===== src/rtl/svm_cfg_loader_if.sv =====
// Load-stream channel feeding the SVM coefficient loader: valid/ready beats
// with a last-beat marker closing the model.
interface svm_cfg_loader_if #(
    parameter int BUS_W = 32
);
    logic             s_valid;
    logic             s_ready;
    logic [BUS_W-1:0] s_data;
    logic             s_last;

    modport master (output s_valid, output s_data, output s_last, input s_ready);
    modport slave  (input  s_valid, input  s_data, input  s_last, output s_ready);
endinterface


===== src/rtl/svm_cfg_loader.sv =====
// Streams an SVM model (bias beat, then N_WORDS coefficient words of BEATS
// beats each) into the coefficient RAM, with framing checks on s_last.
module svm_cfg_loader #(
    parameter int COEF_W  = 12,
    parameter int N_COEF  = 105,
    parameter int ADDR_W  = 6,
    parameter int N_WORDS = 36,
    parameter int BUS_W   = 32,
    localparam int RAM_DW = COEF_W * N_COEF,
    localparam int BEATS  = (RAM_DW + BUS_W - 1) / BUS_W
) (
    input  logic               clk,
    input  logic               rst,
    input  logic               start,
    svm_cfg_loader_if.slave    s_bus,
    output logic [ADDR_W-1:0]  addr_a,
    output logic               write_en,
    output logic [RAM_DW-1:0]  i_data,
    output logic [COEF_W-1:0]  bias,
    output logic               b_load,
    output logic               busy,
    output logic               done,
    output logic               err,
    output logic               det_en
);
    localparam int BEAT_W  = $clog2(BEATS);
    localparam int LAST_LO = (BEATS - 1) * BUS_W;
    localparam int LAST_W  = RAM_DW - LAST_LO;
    localparam logic [BEAT_W-1:0] LAST_BEAT = BEAT_W'(BEATS - 1);
    localparam logic [ADDR_W-1:0] LAST_WORD = ADDR_W'(N_WORDS - 1);

    localparam logic [1:0] S_IDLE  = 2'd0;
    localparam logic [1:0] S_BIAS  = 2'd1;
    localparam logic [1:0] S_FILL  = 2'd2;
    localparam logic [1:0] S_WRITE = 2'd3;

    logic [1:0]        state_q, state_d;
    logic [BEAT_W-1:0] beat_q, beat_d;
    logic [ADDR_W-1:0] word_q, word_d;
    logic              s_ready_q, s_ready_d;
    logic              write_en_q, write_en_d;
    logic [ADDR_W-1:0] addr_q, addr_d;
    logic [RAM_DW-1:0] idata_q, idata_d;
    logic [COEF_W-1:0] bias_q, bias_d;
    logic              b_load_q, b_load_d;
    logic              busy_q, busy_d;
    logic              done_q, done_d;
    logic              err_q, err_d;
    logic              det_en_q, det_en_d;

    logic [BUS_W-1:0]   buf_q [BEATS-1];
    logic [LAST_LO-1:0] buf_flat;
    logic               hs, final_beat, frame_err, abort;

    assign hs         = s_bus.s_valid & s_ready_q;
    assign final_beat = (beat_q == LAST_BEAT) && (word_q == LAST_WORD);
    // s_last must appear exactly on the final beat of the final word
    assign frame_err  = s_bus.s_last ? !final_beat : final_beat;

    // The last beat is never buffered: it goes straight into the write word.
    genvar gi;
    generate
        for (gi = 0; gi < BEATS - 1; gi++) begin : g_buf
            always_ff @(posedge clk) begin
                if (state_q == S_FILL && hs && beat_q == BEAT_W'(gi))
                    buf_q[gi] <= s_bus.s_data;
            end
            assign buf_flat[gi*BUS_W +: BUS_W] = buf_q[gi];
        end
    endgenerate

    always_comb begin
        state_d    = state_q;
        beat_d     = beat_q;
        word_d     = word_q;
        s_ready_d  = s_ready_q;
        write_en_d = 1'b0;
        addr_d     = addr_q;
        idata_d    = idata_q;
        bias_d     = bias_q;
        b_load_d   = 1'b0;
        busy_d     = busy_q;
        done_d     = done_q;
        err_d      = err_q;
        det_en_d   = det_en_q;
        abort      = 1'b0;
        case (state_q)
            S_IDLE: if (start) begin
                state_d   = S_BIAS;
                s_ready_d = 1'b1;
                busy_d    = 1'b1;
                done_d    = 1'b0;
                err_d     = 1'b0;
                det_en_d  = 1'b0;
            end
            S_BIAS: if (hs) begin
                if (s_bus.s_last) begin
                    abort = 1'b1;
                end else begin
                    bias_d   = s_bus.s_data[COEF_W-1:0];
                    b_load_d = 1'b1;
                    word_d   = '0;
                    beat_d   = '0;
                    state_d  = S_FILL;
                end
            end
            S_FILL: if (hs) begin
                if (frame_err) begin
                    abort = 1'b1;
                end else if (beat_q == LAST_BEAT) begin
                    state_d    = S_WRITE;
                    s_ready_d  = 1'b0;
                    write_en_d = 1'b1;
                    addr_d     = word_q;
                    idata_d    = {s_bus.s_data[LAST_W-1:0], buf_flat};
                end else begin
                    beat_d = beat_q + 1'b1;
                end
            end
            S_WRITE: begin
                if (word_q == LAST_WORD) begin
                    state_d  = S_IDLE;
                    busy_d   = 1'b0;
                    done_d   = 1'b1;
                    det_en_d = 1'b1;
                end else begin
                    word_d    = word_q + 1'b1;
                    beat_d    = '0;
                    s_ready_d = 1'b1;
                    state_d   = S_FILL;
                end
            end
            default: state_d = S_IDLE;
        endcase
        if (abort) begin
            state_d   = S_IDLE;
            s_ready_d = 1'b0;
            busy_d    = 1'b0;
            err_d     = 1'b1;
        end
    end

    always_ff @(posedge clk) begin
        if (rst) begin
            state_q    <= S_IDLE;
            beat_q     <= '0;
            word_q     <= '0;
            s_ready_q  <= 1'b0;
            write_en_q <= 1'b0;
            addr_q     <= '0;
            idata_q    <= '0;
            bias_q     <= '0;
            b_load_q   <= 1'b0;
            busy_q     <= 1'b0;
            done_q     <= 1'b0;
            err_q      <= 1'b0;
            det_en_q   <= 1'b0;
        end else begin
            state_q    <= state_d;
            beat_q     <= beat_d;
            word_q     <= word_d;
            s_ready_q  <= s_ready_d;
            write_en_q <= write_en_d;
            addr_q     <= addr_d;
            idata_q    <= idata_d;
            bias_q     <= bias_d;
            b_load_q   <= b_load_d;
            busy_q     <= busy_d;
            done_q     <= done_d;
            err_q      <= err_d;
            det_en_q   <= det_en_d;
        end
    end

    assign s_bus.s_ready = s_ready_q;
    assign write_en      = write_en_q;
    assign addr_a        = addr_q;
    assign i_data        = idata_q;
    assign bias          = bias_q;
    assign b_load        = b_load_q;
    assign busy          = busy_q;
    assign done          = done_q;
    assign err           = err_q;
    assign det_en        = det_en_q;
endmodule


===== src/flat_wrapper.sv =====
// flat-port wrapper written by rule: the top's interface ports become plain ports
module svm_cfg_loader_flat 
#(
    parameter int COEF_W  = 12,
    parameter int N_COEF  = 105,
    parameter int ADDR_W  = 6,
    parameter int N_WORDS = 36,
    parameter int BUS_W   = 32,
    localparam int RAM_DW = COEF_W * N_COEF,
    localparam int BEATS  = (RAM_DW + BUS_W - 1) / BUS_W
)
  (clk, rst, start, addr_a, write_en, i_data, bias, b_load, busy, done, err, det_en, s_bus_s_valid, s_bus_s_data, s_bus_s_last, s_bus_s_ready);
  svm_cfg_loader_if #(.BUS_W(BUS_W)) s_bus_i ();
  input  logic clk;
  input  logic rst;
  input  logic start;
  output logic [ADDR_W-1:0] addr_a;
  output logic write_en;
  output logic [RAM_DW-1:0] i_data;
  output logic [COEF_W-1:0] bias;
  output logic b_load;
  output logic busy;
  output logic done;
  output logic err;
  output logic det_en;
  input wire logic [$bits(s_bus_i.s_valid)-1:0] s_bus_s_valid;
  input wire logic [$bits(s_bus_i.s_data)-1:0] s_bus_s_data;
  input wire logic [$bits(s_bus_i.s_last)-1:0] s_bus_s_last;
  output wire logic [$bits(s_bus_i.s_ready)-1:0] s_bus_s_ready;
  assign s_bus_i.s_valid = s_bus_s_valid;
  assign s_bus_i.s_data = s_bus_s_data;
  assign s_bus_i.s_last = s_bus_s_last;
  assign s_bus_s_ready = s_bus_i.s_ready;
  svm_cfg_loader #(.COEF_W(COEF_W), .N_COEF(N_COEF), .ADDR_W(ADDR_W), .N_WORDS(N_WORDS), .BUS_W(BUS_W)) u_core (.clk(clk), .rst(rst), .start(start), .s_bus(s_bus_i), .addr_a(addr_a), .write_en(write_en), .i_data(i_data), .bias(bias), .b_load(b_load), .busy(busy), .done(done), .err(err), .det_en(det_en));
endmodule

===== config.mk =====
export PLATFORM = sky130hd
export DESIGN_NAME = svm_cfg_loader_flat
export DESIGN_NICKNAME = d
export VERILOG_FILES = /design/src/rtl/svm_cfg_loader_if.sv /design/src/rtl/svm_cfg_loader.sv /design/src/flat_wrapper.sv
export SDC_FILE = /design/constraint.sdc
export NUM_CORES = 2
export LEC_CHECK = 0
export CAP_MARGIN = 30
export CORE_AREA = 4 4 516 518
export CTS_CLUSTER_SIZE = 20
export DETAILED_ROUTE_END_ITERATION = 10
export DIE_AREA = 0 0 520 522
export MAX_ROUTING_LAYER = met4
export PLACE_DENSITY = 0.51
export SKIP_CTS_REPAIR_TIMING = 1
export SYNTH_ARGS = -nofsm -noshare
export SYNTH_HDL_FRONTEND = slang
export SYNTH_SLANG_ARGS = --single-unit

===== constraint.sdc =====
create_clock -name clk -period 3.2 [get_ports clk]
set_input_delay 0.64 -clock clk [delete_from_list [all_inputs] [get_ports clk]]
set_output_delay 0.64 -clock clk [all_outputs]
set_load 0.005 [all_outputs]

Word-level counts from Yosys, hierarchy flattened
Memory sizes are Yosys's and may differ from the RTL's. A register that Yosys moved wholly into a read port is not among the register bits.
Cells that the tools add are included.
W data, S select, Z words.
- latch bits: 0
- memories: 1
- input bits: 37
- word-level logic and storage cells: 402
- ROM bits: 0
- bits in registers: 1298
- output and inout bits: 1285
- bits in writable memories: 1248
- bitwise operators: 6
- $add $sub $neg: 2
- div/mod/pow operators: 0
- equal/unequal tests: 52
- $lt $le $gt $ge: 0
- shift operators: 0
- reduce and logical (&&, ||, !) cells: 99
- multiply operators: 0
- multiplexer cells: 230
- memory list (name ; depth ; width ; read ports ; clocked after Yosys merged registers in ; write ports ; line ; RTL):
    u_core.buf_q ; 39 ; 32 ; 39 ; 39 ; 1 ; svm_cfg_loader.sv:51 ; logic [BUS_W-1:0] buf_q [BEATS-1];
- operators with widths (cell ; number):
    $mux W32 ; 38
    $reduce_or A32 Y1 ; 38
    $mux W6 ; 45
    $mux W1 ; 133
    $eq A6 B5 Y1 const B ; 16
    $eq A6 B6 Y1 const B ; 9
    $eq A6 B4 Y1 const B ; 8
    $logic_and A1 B1 Y1 ; 41
    $eq A6 B3 Y1 const B ; 4
    $pmux W6 S3 ; 1
    $mux W2 ; 7
    $add A6 B1 Y6 const B ; 2
    $eq A6 B2 Y1 const B ; 2
    $pmux W6 S2 ; 1
    $reduce_and A6 Y1 ; 2
    $ne A2 B2 Y1 const B ; 5
    $ne A2 B1 Y1 const B ; 4
    $pmux W2 S4 ; 1
    $reduce_and A4 Y1 ; 2
    $reduce_bool A2 Y1 ; 4
    $reduce_and A7 Y1 ; 1
    $eq A6 B1 Y1 const B ; 1
    $logic_not A6 Y1 ; 1
    $pmux W1 S2 ; 3
    other kinds (13) ; 20

Logic depth before layout (Yosys ltp)
- depth after elaboration: 44
- mapped depth: 11
- gate-level depth less buffers: 7

Worst setup path after synthesis
OpenSTA, ideal clock, no wires.
- path type: reg-to-reg
- from: reg u_core.state_q[0]
- to: mem u_core.buf_q[7][0], in the netlist u_core.buf_q[0][224], enable pin
- required time: 2.779 ns
- setup slack: 0.108 ns
- data arrival time: 2.671 ns
- cell stages (with the launch flop): 7
- clock period less this slack: 3.092 ns
- buffers on the path: 1
- library setup time: 0.421 ns
- path through: dfxtp_1 -> inv_1 -> ha_1 -> nand3_1 -> or3_1 -> clkbuf_1 -> nor2_1
- cells in the longest elaborated chain, start to end: 44
- elaborated cells on any way between the ends: 233
- those cells by class: 1 x eq/ne; 154 x mux; 78 x reduce/logical
- RTL lines (item ; line ; RTL):
    start, declared ; svm_cfg_loader.sv:37 ; logic [1:0] state_q, state_d;
    start signal, assigned ; svm_cfg_loader.sv:159 ; state_q <= state_d;
    $eq A2 B2 Y1 (*) ; svm_cfg_loader.sv:65 ; if (state_q == S_FILL && hs && beat_q == BEAT_W'(gi))
    $logic_and A1 B1 Y1 (*) ; svm_cfg_loader.sv:65 ;
    $logic_and A1 B1 Y1 ; svm_cfg_loader.sv:65 ;
    $mux W1 ; svm_cfg_loader.sv:65 ;
    $mux W1 (implied by the code) ; svm_cfg_loader.sv:66 ; buf_q[gi] <= s_bus.s_data;
    $reduce_or A32 Y1 (no source line) ; n/a ;
    $mux W6 (no source line) or $mux W1 (tied branches) (38 in a row) ; n/a ;
    end, declared ; svm_cfg_loader.sv:51 ;
Mark *: on every way between the ends. The rest lies on a longest branch, timed or not.

Final worst setup path
- from: reg u_core.word_q[1]
- to: reg u_core.idata_q[911], in the netlist i_data[911] (read register of u_core.buf_q)
- cells in the longest elaborated chain, start to end: 6
- RTL lines (item ; line ; RTL):
    start, declared ; svm_cfg_loader.sv:39 ; logic [ADDR_W-1:0] word_q, word_d;
    start signal, assigned ; svm_cfg_loader.sv:161 ; word_q <= word_d;
    $eq A6 B6 Y1 (*) ; svm_cfg_loader.sv:56 ; assign final_beat = (beat_q == LAST_BEAT) && (word_q == LAST_WORD);
    $logic_and A1 B1 Y1 (*) ; svm_cfg_loader.sv:56 ;
    $logic_not A1 Y1 ; svm_cfg_loader.sv:58 ; assign frame_err = s_bus.s_last ? !final_beat : final_beat;
    $mux W1 (*) ; svm_cfg_loader.sv:58 ;
    $not A1 Y1 (no source line) (*) ; n/a ;
    $reduce_and A4 Y1 (no source line) (*) ; n/a ;
    end, declared ; svm_cfg_loader.sv:43 ; logic [RAM_DW-1:0] idata_q, idata_d;
Marks and branches as above.
A chain may end at the register's enable or synchronous reset.

==> results.md <==
* H-tree depth at 5
* Leak pwr at around 35 nW
* Clock skew at ~0.080 ns
* Gr usage total at a little under a quarter
* Critical path data required time at 3.97 ns
* Max cap viols at 0
* Row cnt at 188
* Post-DR vias/cell at between 4 and 5
* Initial antenna violation count at 50
* Flop pwr share at between 50 and 60%
* Clock power frac at 47.2%
* VDD IR max at about 0.45 mV
* R2r setup slk at between 0.3 and 0.4 ns
* Reg2Reg Depth at 9
* Total grt overflow at 0
* Yosys warning count at 0
* Post-DP Area at just over 100000 µm²
* Internal Pwr Total at approximately 54 mW
* Avg WL per Cell at 25.7 µm
* Cells after Synth at ~7000
* Worst Setup Start Kind: flop
* Nets at roughly 8400
* Critical R2R Capture: i_data[911]
* Vias at between 50000 and 60000
* Core Area at around 260000 µm²
* First-pass GRT wire length at ~430000 µm
* Initial Util at between 30% and 40%
* Clock Pin Slew Worst Setup and Hold Paths at ~0.060 ns
* Tcrit/Tclk final at between 80% and 90%
* Synthesized cell area at 82600 µm²
* RSZ-0062 raised after global routing: false
* Syn Nets at between 7000 and 8000
* #FFs+latches synth at 2546
* Post-synth EDFFs at 1248
* Fin util at a little over two fifths
* Io pins at 1322
* Die width at about 520 µm
* Sw frac at around a fifth
* Drt initial violations at roughly 5500
* Clock sink total at about 2500
* Final hold violations at 0
* Commonest non-fill, non-tap cells in the layout: nand2_1 (2583), dfxtp_1 (1298), clkdlybuf4s50_1 (1288), a21oi_1 (1286), edfxtp_1 (1248)
* Outcome: finished, final reports clean
* Fill count at ~25000
* DRT Pass-1 Iters at 6
* R2R Path Start: u_core.word_q[1]
* PortBufs at 1321
* HPWL after DPL at around 200000 µm
* CP Max Fanout at 33
* Die area at 271000 µm²
* CTS Buffer Depth at 4
* Syn_area_per_cell at around 12 µm²
* FF/Latch Area at ~63000 µm²
* CP endpoint: i_data[911]
* Slew @ Worst Pin at between 1 and 1.5 ns
* P_sw at 14.4 mW
* Fin area at roughly 110000 µm²
* TritonCTS Buffers at around 280
* Area Growth Syn to Fin at 34.3%
* Worst setup path start: u_core.word_q[1]
* Die Ht at between 500 and 600 µm
* Critical path class: reg -> reg
* Relative slew slack at ~28%
* Crit. End Element: flop
* Routed Antenna Nets at 0
* Power Density at 614 nW/µm²
* Routed WL at ~310000 µm
* Sequential share of the synthesized area at between 70% and 80%
* Post-synth ARST share at 0%
* Worst Path Arrival at ~3.6 ns
* Gate power share at between 2 and 3%
* Commonest non-fill, non-tap cell in the layout: nand2_1
* CTS root buffer: clkbuf_16
* TritonCTS clock tree: built
* Vias in the first global route at approximately 55000
* Pin count of the biggest net entering global routing at 113
* GPL Wtd Cong at around 0.80
* Synth Flop Type: dfxtp_1
* Hold Path Class: in -> reg
* Share of layout cells above drive strength 1 at 8.28%
* Post-synth cell types at 47
* Clk_lat worst skew at around 0.92 ns
* Min Tclk post-route at approximately 2.9 ns
* Fmax at 349 MHz
* Max-slew violations at 0
* Final setup vio count at 0
* # DRC at 0
* Area of the multi-input gates at ~17000 µm²
==> cell families (layout without fill, tap and decap cells) <==
logic type               Yosys count  after routing  synth area share [%]
AO/OA/AOI/OAI                   1307           1307                  8.00
XOR/XNOR                           6              6                0.0636
adder cells (fa/ha/maj)            9              9                 0.136
buffers and inverters            441           2052                  2.47
flip-flops                      2546           2546                  76.8
multiplexers                       8              8                 0.105
other                              0             16                     0
AND/OR/NAND/NOR                 2681           2681                  12.4
==> stage by stage <==
step           hold WS [ns]  cells  setup WS (ns)  TNS [ns]  power [mW]
6_report              0.146  12140          0.331         0        68.1
5_1_grt              0.0942  12125         0.0786         0        70.2
4_1_cts              0.0729  12124          0.272         0        68.8
3_5_place_dp          0.445  11630         -0.103     -3.44        36.7
3_3_place_gp          0.441  11626        -0.0507     -5.21        36.7
2_1_floorplan         0.453   6998          0.108         0        35.5
==> power groups by stage <==
stage | clock, mW | combinational [mW] | sequential, mW
after global placement | 0 | 1.77 | 34.9
after floorplan | 0 | 0.517 | 34.9
after global routing | 34.2 | 1.84 | 34.2
after CTS | 32.8 | 1.81 | 34.2
after detailed placement | 0 | 1.80 | 34.9
final | 32.1 | 1.75 | 34.2
==> cell usage after synthesis, types with 3 or more instances <==
| master | count | area (µm²) |
|---|---|---|
| nand2_1 | 2583 | 9700 |
| dfxtp_1 | 1298 | 26000 |
| a21oi_1 | 1286 | 6440 |
| edfxtp_1 | 1248 | 37500 |
| buf_2 | 213 | 1070 |
| clkbuf_1 | 187 | 702 |
| nor2_1 | 42 | 158 |
| and2_1 | 16 | 100 |
| buf_1 | 12 | 45.0 |
| buf_6 | 11 | 124 |
| buf_4 | 10 | 75.1 |
| ha_1 | 9 | 113 |
| inv_1 | 8 | 30.0 |
| nand3_1 | 8 | 40.0 |
| nand2b_1 | 7 | 43.8 |
| mux2i_1 | 6 | 60.1 |
| nand4_1 | 5 | 31.3 |
| o21ai_0 | 5 | 25.0 |
| a211oi_1 | 3 | 22.5 |
| a22oi_1 | 3 | 22.5 |
| nand3b_1 | 3 | 22.5 |
| xnor2_1 | 3 | 26.3 |
| xor2_1 | 3 | 26.3 |
==> layer usage <==
layer  global-route usage, %  wire length [µm]  vias to the layer above
met5                       -                 0                        -
met1                    28.5            128000                    28910
met2                    35.8            147000                     2371
met3                    6.62             29100                      417
met4                    6.37              8520                        0
li1                        -                 -                    26490
==> sequential cells by signal, summed over array words and instances, names as in the netlist, 2 cells and up <==
| register | cells |
|---|---|
| i_data | 1248 |
| u_core.addr_a | 6 |
| u_core.beat_q | 6 |
| u_core.bias | 12 |
| u_core.buf_q | 1248 |
| u_core.i_data | 12 |
| u_core.state_q | 2 |
| u_core.word_q | 6 |
==> cell type report <==
type                    instances  share of cell area (%)
diodes                         16                  0.0361
clock buffers                 417                    7.43
clock inverters                77                   0.806
inverters                       8                  0.0271
multi-input cells            4011                    15.6
flip-flops and latches       2546                    57.2
well taps                    3515                    3.97
repair buffers               1550                    14.9
==> worst max-delay path, stage by stage (launching register included) <==
cell	delay, ns
dfxtp_1	0.39
ha_1	0.22
or4b_4	0.50
o21ai_0	0.38
and3_4	0.38
buf_12	0.19
buf_12	0.21
buf_12	0.22
nand2_1	0.08
a21oi_1	0.13
==> worst min path at each step <==
stage                      from              endpoint  slack (ns)  cells after the start
2_1_floorplan         i_data[0]             i_data[0]        0.45                      2
5_1_grt        s_bus_s_data[25]  u_core.buf_q[4][185]        0.09                      1
3_5_place_dp        i_data[315]           i_data[315]        0.45                      2
3_3_place_gp         i_data[58]            i_data[58]        0.44                      2
4_1_cts        s_bus_s_data[25]  u_core.buf_q[4][185]        0.07                      1
6_report       s_bus_s_data[25]  u_core.buf_q[4][185]        0.15                      1
Note: power is estimated with default switching activity, not from simulation.
